**config.mk**
```make
export PLATFORM = sky130hd
export DESIGN_NAME = fetch_queue_flat
export DESIGN_NICKNAME = d
export VERILOG_FILES = /design/src/rtl/fetch_queue_pkg.sv /design/src/rtl/fetch_queue_if.sv /design/src/rtl/fetch_queue_fifo.sv /design/src/rtl/fetch_queue.sv /design/src/flat_wrapper.sv
export SDC_FILE = /design/constraint.sdc
export NUM_CORES = 1
export LEC_CHECK = 0
export CAP_MARGIN = 0
export CORE_MARGIN = 3
export CORE_UTILIZATION = 27
export DETAILED_ROUTE_END_ITERATION = 16
export SLEW_MARGIN = 20
export SYNTH_ARGS = -nofsm -noshare
export SYNTH_HDL_FRONTEND = slang
export SYNTH_HIERARCHICAL = 1
export SYNTH_SLANG_ARGS = --single-unit
export TNS_END_PERCENT = 50
```
**constraint.sdc**
```tcl
create_clock -name clk -period 2.75 [get_ports clk]
set_input_delay 0.4125 -clock clk [delete_from_list [all_inputs] [get_ports clk]]
set_output_delay 0.4125 -clock clk [all_outputs]
set_load 0.02 [all_outputs]
```
**src/rtl/fetch_queue_pkg.sv**
```systemverilog
// Shared types and constants for the fetch queue: instruction width, entry layout and PC increments.
package fetch_queue_pkg;

    localparam int ILEN       = 32;
    localparam int FQ_ENTRY_W = 2 * ILEN + 1;

    localparam logic [ILEN-1:0] RESET_PC_DEFAULT = 32'h0000_0000;
    localparam logic [ILEN-1:0] PC_INC_16        = 32'd2;
    localparam logic [ILEN-1:0] PC_INC_32        = 32'd4;

    typedef struct packed {
        logic [ILEN-1:0] pc;
        logic [ILEN-1:0] inst;
        logic            compressed;
    } fq_entry_t;

    function automatic logic [ILEN-1:0] pc_inc(input logic compressed);
        return compressed ? PC_INC_16 : PC_INC_32;
    endfunction

endpackage

```
**src/rtl/fetch_queue_if.sv**
```systemverilog
// Realigner-facing and decode-facing signals of the fetch queue, plus the redirect from execute.
interface fetch_queue_if;
    import fetch_queue_pkg::*;

    logic            redirect_valid;
    logic [ILEN-1:0] redirect_pc;

    logic [ILEN-1:0] fa_pc;
    logic [ILEN-1:0] fa_pc_next;
    logic            fa_stall;
    logic            fa_step;
    logic            fa_ready;
    logic            fa_compressed;
    logic [ILEN-1:0] fa_inst;

    logic            id_valid;
    logic [ILEN-1:0] id_pc;
    logic [ILEN-1:0] id_inst;
    logic            id_compressed;
    logic            id_ready;

    // The fetch queue itself is the master; execute, realigner and decode together are the slave.
    modport master (
        input  redirect_valid, redirect_pc,
        output fa_pc, fa_pc_next, fa_stall, fa_step,
        input  fa_ready, fa_compressed, fa_inst,
        output id_valid, id_pc, id_inst, id_compressed,
        input  id_ready
    );

    modport slave (
        output redirect_valid, redirect_pc,
        input  fa_pc, fa_pc_next, fa_stall, fa_step,
        output fa_ready, fa_compressed, fa_inst,
        input  id_valid, id_pc, id_inst, id_compressed,
        output id_ready
    );

endinterface

```
**src/rtl/fetch_queue_fifo.sv**
```systemverilog
// Generic synchronous FIFO with flush; head is read straight from the registered storage (no bypass).
module fq_fifo #(
    parameter int WIDTH = 65,
    parameter int DEPTH = 4
) (
    input  logic             clk,
    input  logic             rst_n,
    input  logic             flush,
    input  logic             push,
    input  logic             pop,
    input  logic [WIDTH-1:0] wdata,
    output logic [WIDTH-1:0] head,
    output logic             full,
    output logic             empty
);

    localparam int PTR_W = $clog2(DEPTH);

    logic [WIDTH-1:0] mem_q [DEPTH];
    logic [WIDTH-1:0] mem_d [DEPTH];
    logic [PTR_W-1:0] rd_ptr_q, rd_ptr_d;
    logic [PTR_W-1:0] wr_ptr_q, wr_ptr_d;
    logic [PTR_W:0]   count_q, count_d;
    logic             do_push;
    logic             do_pop;

    assign full  = (count_q == (PTR_W + 1)'(DEPTH));
    assign empty = (count_q == '0);
    assign head  = mem_q[rd_ptr_q];

    // Pointers are exactly log2(DEPTH) bits, so the +1 wraps mod DEPTH on its own.
    always_comb begin
        do_push  = push & ~full;
        do_pop   = pop & ~empty;
        mem_d    = mem_q;
        rd_ptr_d = rd_ptr_q;
        wr_ptr_d = wr_ptr_q;
        count_d  = count_q;
        if (flush) begin
            rd_ptr_d = '0;
            wr_ptr_d = '0;
            count_d  = '0;
        end else begin
            if (do_push) begin
                mem_d[wr_ptr_q] = wdata;
                wr_ptr_d        = wr_ptr_q + 1'b1;
            end
            if (do_pop) begin
                rd_ptr_d = rd_ptr_q + 1'b1;
            end
            count_d = count_q + (PTR_W + 1)'(do_push) - (PTR_W + 1)'(do_pop);
        end
    end

    always_ff @(posedge clk) begin
        if (!rst_n) begin
            for (int i = 0; i < DEPTH; i++) begin
                mem_q[i] <= '0;
            end
            rd_ptr_q <= '0;
            wr_ptr_q <= '0;
            count_q  <= '0;
        end else begin
            mem_q    <= mem_d;
            rd_ptr_q <= rd_ptr_d;
            wr_ptr_q <= wr_ptr_d;
            count_q  <= count_d;
        end
    end

endmodule

```
**src/rtl/fetch_queue.sv**
```systemverilog
// Owns the fetch PC, drives the realigner controls and buffers fetched instructions for decode.
module fetch_queue
    import fetch_queue_pkg::*;
#(
    parameter int              DEPTH    = 4,
    parameter logic [ILEN-1:0] RESET_PC = RESET_PC_DEFAULT
) (
    input  logic          clk,
    input  logic          rst_n,
    fetch_queue_if.master bus
);

    logic [ILEN-1:0] pc_q, pc_d;
    logic [ILEN-1:0] inc;
    logic [ILEN-1:0] target;
    logic            accept;
    logic            pop;
    logic            full;
    logic            empty;
    fq_entry_t       push_entry;
    fq_entry_t       head_entry;

    // Redirect wins over everything; the realigner outputs are gated off while in reset.
    always_comb begin
        inc        = pc_inc(bus.fa_compressed);
        target     = {bus.redirect_pc[ILEN-1:1], 1'b0};
        accept     = rst_n & bus.fa_ready & ~full & ~bus.redirect_valid;
        pop        = rst_n & ~empty & bus.id_ready & ~bus.redirect_valid;
        push_entry = '{pc: pc_q, inst: bus.fa_inst, compressed: bus.fa_compressed};
        if (bus.redirect_valid) begin
            pc_d = target;
        end else if (accept) begin
            pc_d = pc_q + inc;
        end else begin
            pc_d = pc_q;
        end
    end

    always_ff @(posedge clk) begin
        if (!rst_n) begin
            pc_q <= RESET_PC;
        end else begin
            pc_q <= pc_d;
        end
    end

    assign bus.fa_pc         = pc_q;
    assign bus.fa_pc_next    = pc_d;
    assign bus.fa_stall      = rst_n & full & ~bus.redirect_valid;
    assign bus.fa_step       = accept;
    assign bus.id_valid      = rst_n & ~empty;
    assign bus.id_pc         = head_entry.pc;
    assign bus.id_inst       = head_entry.inst;
    assign bus.id_compressed = head_entry.compressed;

    fq_fifo #(
        .WIDTH (FQ_ENTRY_W),
        .DEPTH (DEPTH)
    ) u_fifo (
        .clk   (clk),
        .rst_n (rst_n),
        .flush (bus.redirect_valid),
        .push  (accept),
        .pop   (pop),
        .wdata (push_entry),
        .head  (head_entry),
        .full  (full),
        .empty (empty)
    );

endmodule

```
**src/flat_wrapper.sv**
```systemverilog
// flat-port wrapper written by rule: the top's interface ports become plain ports
module fetch_queue_flat import fetch_queue_pkg::*;
#(
    parameter int              DEPTH    = 4,
    parameter logic [ILEN-1:0] RESET_PC = RESET_PC_DEFAULT
)
  (clk, rst_n, bus_redirect_valid, bus_redirect_pc, bus_fa_pc, bus_fa_pc_next, bus_fa_stall, bus_fa_step, bus_fa_ready, bus_fa_compressed, bus_fa_inst, bus_id_valid, bus_id_pc, bus_id_inst, bus_id_compressed, bus_id_ready);
  fetch_queue_if bus_i ();
  input  logic clk;
  input  logic rst_n;
  input wire logic [$bits(bus_i.redirect_valid)-1:0] bus_redirect_valid;
  input wire logic [$bits(bus_i.redirect_pc)-1:0] bus_redirect_pc;
  output wire logic [$bits(bus_i.fa_pc)-1:0] bus_fa_pc;
  output wire logic [$bits(bus_i.fa_pc_next)-1:0] bus_fa_pc_next;
  output wire logic [$bits(bus_i.fa_stall)-1:0] bus_fa_stall;
  output wire logic [$bits(bus_i.fa_step)-1:0] bus_fa_step;
  input wire logic [$bits(bus_i.fa_ready)-1:0] bus_fa_ready;
  input wire logic [$bits(bus_i.fa_compressed)-1:0] bus_fa_compressed;
  input wire logic [$bits(bus_i.fa_inst)-1:0] bus_fa_inst;
  output wire logic [$bits(bus_i.id_valid)-1:0] bus_id_valid;
  output wire logic [$bits(bus_i.id_pc)-1:0] bus_id_pc;
  output wire logic [$bits(bus_i.id_inst)-1:0] bus_id_inst;
  output wire logic [$bits(bus_i.id_compressed)-1:0] bus_id_compressed;
  input wire logic [$bits(bus_i.id_ready)-1:0] bus_id_ready;
  assign bus_i.redirect_valid = bus_redirect_valid;
  assign bus_i.redirect_pc = bus_redirect_pc;
  assign bus_fa_pc = bus_i.fa_pc;
  assign bus_fa_pc_next = bus_i.fa_pc_next;
  assign bus_fa_stall = bus_i.fa_stall;
  assign bus_fa_step = bus_i.fa_step;
  assign bus_i.fa_ready = bus_fa_ready;
  assign bus_i.fa_compressed = bus_fa_compressed;
  assign bus_i.fa_inst = bus_fa_inst;
  assign bus_id_valid = bus_i.id_valid;
  assign bus_id_pc = bus_i.id_pc;
  assign bus_id_inst = bus_i.id_inst;
  assign bus_id_compressed = bus_i.id_compressed;
  assign bus_i.id_ready = bus_id_ready;
  fetch_queue #(.DEPTH(DEPTH), .RESET_PC(RESET_PC)) u_core (.clk(clk), .rst_n(rst_n), .bus(bus_i));
endmodule
```
==> out/metrics.csv, run 1 <==
stage,metric,value,unit
layout,multi_input_area,7350,sq um
routing,drtIter0Drc,494,
clock_network,cts.sinks,299,
floorplanning,io_pins,202,
setup_path,cpMostUsedCell,buf_6,
power,seqPwrFrac,42.2,%
floorplanning,die_w,230,um
clock_network,path_clk_slew,0.06,ns
layout,antenna_cells,0,
yosys,yosysTopAreaCellShare,44.0,%
global_routing,grt.total_usage,14.8,%
layout,regArea,6010,sq um
clock_network,clk_latency,0.53,ns
layout,layout-drive-gt1-share,24.2,%
yosys,netlist_area,13600,sq um
global_routing,antenna_found_initial,1,
clock_network,numCtsBuffers,36,
job,max_cap_viol_count,0,
timing,finalCritPeriodShare,114,%
clock_network,root_buffer,clkbuf_16,
clock_network,cts_tree,done,
yosys,synth-edff-count,0,
yosys,synth_top_area_cell,dfxtp_1,
power,powerDensity,553,nW/um^2
yosys,ys_warn_count,6,
setup_path,slowest_delay,0.47,ns
timing,rsz0062_at_grt,yes,
place,portBuffers,200,
routing,wl,40500,um
routing,routed_via_density,4.73,
timing,post-route-min-period,3.14,ns
layout,nets,1665,
worst_hold_path,min_from,rst_n,
setup_path,worstPathMaxFanout,3,
yosys,synth_area_leaders,"dfxtp_1 44%, mux2i_1 19%, mux4_2 11%",
clock_network,clockBufferDepth,3,
timing,setup_viol,25,
setup_path,cp_data_arrival_time,2.73,ns
global_routing,grt_pass1_wl,63000,um
power,p_total,10.5,mW
floorplanning,core_area,49400,sq um
timing,slew_viol_final,0,
run_status,run_status,"finished, violations left",
power,ir_drop,0.410,mV
setup_path,r2r_start,u_core/u_fifo/count_q[0],
timing,fmax,318,MHz
place,dp_slack,-0.988,ns
layout,final-instance-count-excl-fill,2275,
timing,tightest_slew,1.03,ns
floorplanning,dieArea,53100,sq um
timing,relSlewSlack,31.5,%
timing,timing.hold.ws,0.376,ns
run_status,violations,negative setup slack,
power,intPower,8.05,mW
setup_path,endpoint_kind,output port,
yosys,avgSynthCellArea,10.4,sq um
yosys,synth_top_cells_by_count,"344 x nand2_1, 299 x dfxtp_1, 260 x mux2i_1, 65 x mux4_2, 58 x clkbuf_1",
power,switchingPower,2.41,mW
routing,postRouteAntennaNets,0,
yosys,synth_ff_type,dfxtp_1,
timing,worst_slack,-0.391,ns
power,pwr-share-clk,49.0,%
yosys,ys_seq_area_share,44.0,%
setup_path,cp-startpoint,u_core/bus.fa_pc[1],
setup_path,cp-start-kind,flop,
global_routing,overflow,0,
place,dp_cells,2178,
place,gp_congestion,0.864,
worst_hold_path,hold_path.class,primary input to flop,
floorplanning,die_h,230,um
power,switching_share,23.0,%
setup_path,critPathKind,flop to output port,
global_routing,grt_pass1_vias,11100,
clock_network,h-tree-depth,2,
setup_path,cp_slowest_cell,or4b_4,
yosys,async_flop_share,0,%
floorplanning,initial_utilization,27.5,%
floorplanning,num_rows,81,
yosys,postSynthCellCount,1309,
setup_path,worstPathCellList,ha_4 -> inv_2 -> fa_2 -> and3b_2 -> buf_6 -> or4b_4 -> xor2_2 -> o21ai_2 -> buf_6,
timing,hold_violations,0,
power,leakage,7.00,nW
yosys,ys_ff_latch,299,
setup_path,crit_required,2.34,ns
global_routing,grt_max_degree,234,
timing,fin_skew,0.0215,ns
routing,vias,10800,
layout,fin_util,38.3,%
power,p_comb_share,8.8,%
layout,fillers,4804,
place,hpwl,26700,um
routing,remaining_drc_errors,0,
layout,area.growth.synth_to_final,39.0,%
routing,wl_per_cell,17.8,um
yosys,synth.most_common_cell,nand2_1,
yosys,syn_nets,1389,
routing,dr.pass1.iters,5,
yosys,ys_types,57,
==> placed cells by master (no fill, tap or decap), drive strengths merged, types with 14 or more instances in the layout <==
| cell | count |
|---|---|
| nand3 | 15 |
| clkdlybuf4s50 | 107 |
| mux4 | 65 |
| dlygate4sd2 | 54 |
| buf | 170 |
| mux2i | 260 |
| dfxtp | 299 |
| and2 | 16 |
| nand4 | 14 |
| inv | 27 |
| a21oi | 16 |
| nor2 | 15 |
| nor3 | 14 |
| nand2 | 344 |
| clkbuf | 47 |
==> metrics by stage <==
stage | instance area (sq um) | setup TNS [ns]
after floorplan | 13600 | -0.0418
after global placement | 16800 | -23.11
after detailed placement | 16800 | -23.94
after CTS | 18600 | -5.16
after global routing | 18900 | -7.68
final | 18900 | -4.77
==> metal layers <==
layer | GRT usage (%) | up-vias | part of all wire (%)
li1 | - | 5119 | -
met1 | 19.4 | 5243 | 44
met2 | 23.6 | 319 | 46
met3 | 4.76 | 70 | 7.5
met4 | 4.21 | 0 | 2.3
met5 | 0 | - | 0
==> registers in the layout (all words and copies together) (netlist names) <==
register / count
u_core/u_fifo/count_q: 3
u_core/u_fifo/rd_ptr_q: 2
u_core/bus.fa_pc: 32
u_core/u_fifo/wr_ptr_q: 2
u_core/u_fifo/mem_q: 260
==> final cells by class <==
cell class / instances / area share [%]
clock inverter: 18 / 1.47
tap: 664 / 4.40
clock buffer: 46 / 5.34
inverter: 24 / 0.503
timing repair buffer: 340 / 17.6
sequential: 299 / 31.8
multi-input combinational: 884 / 38.9
==> what timing repair did <==
| item | in CTS | in global routing |
|---|---|---|
| gates resized for setup | 305 | 56 |
| hold buffers | 0 | 0 |
| setup buffers | 25 | 10 |
| pin swaps | 30 | 28 |
| setup endpoints to repair | 98 | 37 |
| cloned | 2 | 0 |
==> final timing paths <==
path                               to  slack, ns  depth (start not counted)
max                bus_fa_pc_next[11]      -0.39                          9
min              u_core/bus.fa_pc[24]       0.38                          3
max reg2reg  u_core/u_fifo/count_q[2]       0.16                         15
min reg2reg   u_core/u_fifo/mem_q[83]       0.45                          2
==> power groups by stage <==
stage                     logic, mW  registers, mW  clock network, mW
after floorplan               0.365           4.55                  0
after detailed placement      0.868           4.50                  0
after global placement        0.865           4.50                  0
final                         0.917           4.41               5.13
after CTS                     0.896           4.41               5.30
after global routing          0.982           4.41               5.48
==> critical path, delay by kind of cell, from the launching register on <==
family	cells	cell delay, ns
adder cells (fa/ha/maj)	2	0.45
XOR/XNOR	1	0.16
AND/OR/NAND/NOR	2	0.78
buffers and inverters	3	0.30
flip-flops	1	0.34
AO/OA/AOI/OAI	1	0.15
==> kinds of logic (layout without fill, tap and decap cells) <==
family	count (synthesis)	count (layout)	share of synthesized area, %
AOI/OAI and AO/OA	67	67	3.33
and+or+nand+nor	460	460	14.7
muxes	328	328	30.2
xor gates and xnor gates	19	19	1.22
DFF	299	299	44.0
adders and majority gates	10	10	1.03
buffers and inverters	126	428	5.48
Power figures use the tool's default switching activity.
==> inputs of run 2 (changes only) <==
- SLEW_MARGIN: 20 -> 10
==> results of run 2 <==
Same layout as run 1: the final DEF is identical, and so are final timing and power.
==> inputs of run 3 (changes only) <==
--- a/config.mk
+++ b/config.mk
@@ -10,8 +10,8 @@
 export CORE_UTILIZATION = 27
 export DETAILED_ROUTE_END_ITERATION = 16
+export HOLD_SLACK_MARGIN = 0.08
 export SLEW_MARGIN = 10
 export SYNTH_ARGS = -nofsm -noshare
 export SYNTH_HDL_FRONTEND = slang
-export SYNTH_HIERARCHICAL = 1
 export SYNTH_SLANG_ARGS = --single-unit
 export TNS_END_PERCENT = 50
==> constraint.sdc (replaced) <==
create_clock -name clk -period 2.75 [get_ports clk]
set_input_delay 0.4125 -clock clk [delete_from_list [all_inputs] [get_ports clk]]
set_output_delay 0.4125 -clock clk [all_outputs]
set_load 0.1 [all_outputs]
==> out/metrics.csv, run 3 <==
stage,metric,value,unit,change
floorplanning,core_area,47900,sq um,was 49400 sq um
place,dp_cells,2296,,was 2178
yosys,ys_warn_count,0,,was 6
timing,relSlewSlack,56.7,%,was 31.5%
place,gp_congestion,0.802,,was 0.864
routing,remaining_drc_errors,0,,unchanged
floorplanning,die_h,227,um,was 230 um
place,hpwl,28400,um,was 26700 um
power,switchingPower,3.07,mW,was 2.41 mW
yosys,synth_area_leaders,"dfxtp_1 46%, nand2_1 16%, mux4_2 11%",,"was dfxtp_1 44%, mux2i_1 19%, mux4_2 11%"
setup_path,cp-start-kind,flop,,unchanged
global_routing,grt_pass1_vias,11900,,was 11100
place,portBuffers,200,,unchanged
layout,fin_util,39.0,%,was 38.3%
place,postPlaceCellArea,16900,sq um,was 16800 sq um
timing,slew_viol_final,0,,unchanged
timing,post-route-min-period,2.87,ns,was 3.14 ns
setup_path,cp_data_arrival_time,2.46,ns,was 2.73 ns
worst_hold_path,min_path_cells,3,,unchanged
clock_network,path_clk_slew,0.06,ns,about the same
routing,routed_via_density,4.96,,was 4.73
yosys,postSynthCellCount,1545,,was 1309
setup_path,rr_worst_depth,11,,was 15
timing,hold_violations,0,,unchanged
setup_path,cp_slowest_cell,dfxtp_4,,was or4b_4
power,p_comb_share,15.2,%,was 8.8%
layout,final_cell_mix,"541 x nand2_1, 267 x dfxtp_1, 261 x a21oi_1",,"was 343 x nand2_1, 286 x dfxtp_1, 260 x mux2i_1"
yosys,synth.most_common_cell,nand2_1,,unchanged
layout,area.growth.synth_to_final,42.2,%,was 39.0%
setup_path,reg2reg_slack,0.44,ns,was 0.16 ns
yosys,ys_types,56,,was 57
global_routing,overflow,0,,unchanged
timing,setup_viol,19,,was 25
run_status,run_status,"finished, violations left",,unchanged
yosys,yosysTopAreaCellShare,45.5,%,was 44.0%
worst_hold_path,hold_end,u_core.bus.fa_pc[22],,was u_core/bus.fa_pc[24]
clock_network,clockBufferDepth,3,,unchanged
worst_hold_path,min_from,bus_redirect_valid,,was rst_n
power,seqPwrFrac,40.0,%,was 42.2%
yosys,ys_seq_area_share,45.5,%,was 44.0%
global_routing,use_met3,4.01,%,was 4.76%
layout,nets,1821,,was 1665
timing,fmax,349,MHz,was 318 MHz
clock_network,numCtsBuffers,35,,was 36
yosys,syn_nets,1625,,was 1389
routing,vias,11800,,was 10800
yosys,avgSynthCellArea,8.51,sq um,was 10.4 sq um
global_routing,grt_pass1_wl,68800,um,was 63000 um
yosys,synth_ff_type,dfxtp_1,,unchanged
floorplanning,dieArea,51400,sq um,was 53100 sq um
power,leakage,6.48,nW,was 7.00 nW
layout,largest_register_ffs,260,,unchanged
setup_path,r2r_start,u_core.u_fifo.count_q[2],,was u_core/u_fifo/count_q[0]
routing,postRouteAntennaNets,0,,unchanged
clock_network,cts_tree,done,,unchanged
setup_path,slowest_delay,0.36,ns,was 0.47 ns
power,intPower,8.08,mW,was 8.05 mW
place,dp_slack,-0.346,ns,was -0.988 ns
setup_path,endpoint_kind,output port,,unchanged
global_routing,grt_max_degree,141,,was 234
global_routing,busiest_layer,met2,,unchanged
layout,final_common_cell,nand2_1,,unchanged
global_routing,grtUsageMet2,28.1,%,was 23.6%
timing,worst_slack,-0.118,ns,was -0.391 ns
routing,dr.pass1.iters,6,,was 5
power,ir_drop,0.334,mV,was 0.410 mV
routing,wl,44800,um,was 40500 um
routing,wl_per_cell,18.8,um,was 17.8 um
yosys,synth_top_area_cell,dfxtp_1,,unchanged
setup_path,worstPathCellList,ha_4 -> a21o_1 -> nand4_1 -> buf_6 -> or3_4 -> a31oi_4 -> buf_12,,was ha_4 -> inv_2 -> fa_2 -> and3b_2 -> buf_6 -> or4b_4 -> xor2_2 -> o21ai_2 -> buf_6
global_routing,grt_use_met1,22.4,%,was 19.4%
power,powerDensity,597,nW/um^2,was 553 nW/um^2
layout,layout-drive-gt1-share,26.9,%,was 24.2%
layout,regMostFlops,u_core.u_fifo.mem_q,,was u_core/u_fifo/mem_q
yosys,async_flop_share,0,%,unchanged
run_status,violations,negative setup slack,,unchanged
setup_path,crit_required,2.34,ns,about the same
layout,stdcell_area,18700,sq um,was 18900 sq um
timing,finalCritPeriodShare,104,%,was 114%
worst_hold_path,hold_path.class,primary input to flop,,unchanged
timing,rsz0062_at_grt,yes,,unchanged
clock_network,cts.sinks,299,,unchanged
global_routing,antenna_found_initial,3,,was 1
timing,tightest_slew,0.649,ns,was 1.03 ns
yosys,ys_ff_latch,299,,unchanged
clock_network,clk_latency,0.53,ns,about the same
yosys,synth-edff-count,0,,unchanged
global_routing,grt.total_usage,17.2,%,was 14.8%
timing,fin_skew,0.0119,ns,was 0.0215 ns
routing,drtIter0Drc,986,,was 494
setup_path,critPathKind,flop to output port,,unchanged
layout,final-instance-count-excl-fill,2383,,was 2275
clock_network,h-tree-depth,2,,unchanged
floorplanning,die_w,227,um,was 230 um
setup_path,r2r-end,u_core.u_fifo.count_q[2],,was u_core/u_fifo/count_q[2]
yosys,netlist_area,13100,sq um,was 13600 sq um
yosys,synth_top_cells_by_count,"544 x nand2_1, 299 x dfxtp_1, 272 x a21oi_1, 65 x mux4_2, 56 x buf_2",,"was 344 x nand2_1, 299 x dfxtp_1, 260 x mux2i_1, 65 x mux4_2, 58 x clkbuf_1"
floorplanning,num_rows,80,,was 81
floorplanning,io_pins,202,,unchanged
power,switching_share,27.5,%,was 23.0%
floorplanning,initial_utilization,27.4,%,was 27.5%
clock_network,root_buffer,clkbuf_16,,unchanged
setup_path,worstPathMaxFanout,5,,was 3
power,pwr-share-clk,44.8,%,was 49.0%
job,max_cap_viol_count,0,,unchanged
## run 3: changes by cell type in the layout (fill, tap and decap cells not counted), sizes merged, moves of 6 or more
cell / previous run / this run
mux2i: 260 / 2
a21oi: 16 / 272
nand2: 344 / 546
buf: 170 / 232
dlygate4sd2: 54 / 1
clkdlybuf4s50: 107 / 66
inv: 27 / 17
and4: 2 / 8
dlymetal6s2s: 6 / 0
## run 3: timing repair
item / in CTS / in global routing
setup buffers: 16 / 9
pin swaps: 15 / 20
gates resized for setup: 47 / 28
hold buffers: 0 / 0
setup endpoints to repair: 31 / 30
cloned: 1 / 0
## run 3: cells by family after synthesis
| group | count (synthesis) | synth area share (%) |
|---|---|---|
| AOI/OAI and AO/OA | 329 | 13.7 |
| buffers and inverters | 158 | 5.98 |
| and+or+nand+nor | 666 | 21.4 |
| adders and majority gates | 10 | 1.07 |
| muxes | 67 | 11.3 |
| DFF | 299 | 45.5 |
| xor gates and xnor gates | 16 | 1.07 |
## run 3: layout make-up
cell class | count | area (sq um)
inverters | 18 | 75.1
diodes | 1 | 2.50
flip-flops and latches | 299 | 6070
clock buffers | 52 | 1060
repair buffers | 299 | 3570
multi-input cells | 1088 | 6960
well taps | 615 | 769
clock inverters | 11 | 179
fillers | 4650 | 29300
## run 3: per-layer routing
metal / share of wire (%) / wire [um]
met5: 0.047 / 21
met4: 2.6 / 1190
met3: 7.8 / 3470
met2: 47 / 21100
met1: 42 / 19000
## run 3: critical path: cells and delay by family (launching register included)
kind	cells	cell delay, ns
AOI/OAI and AO/OA	2	0.40
buffers and inverters	2	0.39
DFF	1	0.36
and+or+nand+nor	2	0.50
adders and majority gates	1	0.26
## run 3: power groups by stage
| stage | registers, mW | clock network, mW | logic [mW] |
|---|---|---|---|
| floorplan | 4.74 | 0 | 0.854 |
| global placement | 4.57 | 0 | 1.63 |
| detailed placement | 4.57 | 0 | 1.64 |
| CTS | 4.46 | 5.12 | 1.68 |
| global route | 4.47 | 5.29 | 1.76 |
| finish | 4.46 | 5.00 | 1.69 |
## run 3: worst max path at each step
stage	startpoint	to	depth (start not counted)	slack [ns]
after floorplan	u_core.bus.fa_pc[29]	bus_fa_pc_next[31]	4	-0.33
after global placement	bus_fa_compressed	bus_fa_pc_next[16]	10	-0.35
after detailed placement	bus_fa_compressed	bus_fa_pc_next[9]	11	-0.35
after CTS	u_core.bus.fa_pc[2]	bus_fa_pc_next[24]	7	-0.13
after global routing	u_core.bus.fa_pc[2]	bus_fa_pc_next[14]	9	-0.22
final	u_core.bus.fa_pc[2]	bus_fa_pc_next[24]	7	-0.12
## run 3: per-stage QoR
step                setup TNS (ns)  power [mW]  hold slack [ns]
global placement             -6.32        6.19            0.438
floorplan                   -0.695        5.59            0.433
CTS                          -1.49        11.3            0.334
global route                 -3.21        11.5            0.389
detailed placement           -6.67        6.20            0.445
finish                      -0.924        11.1            0.381
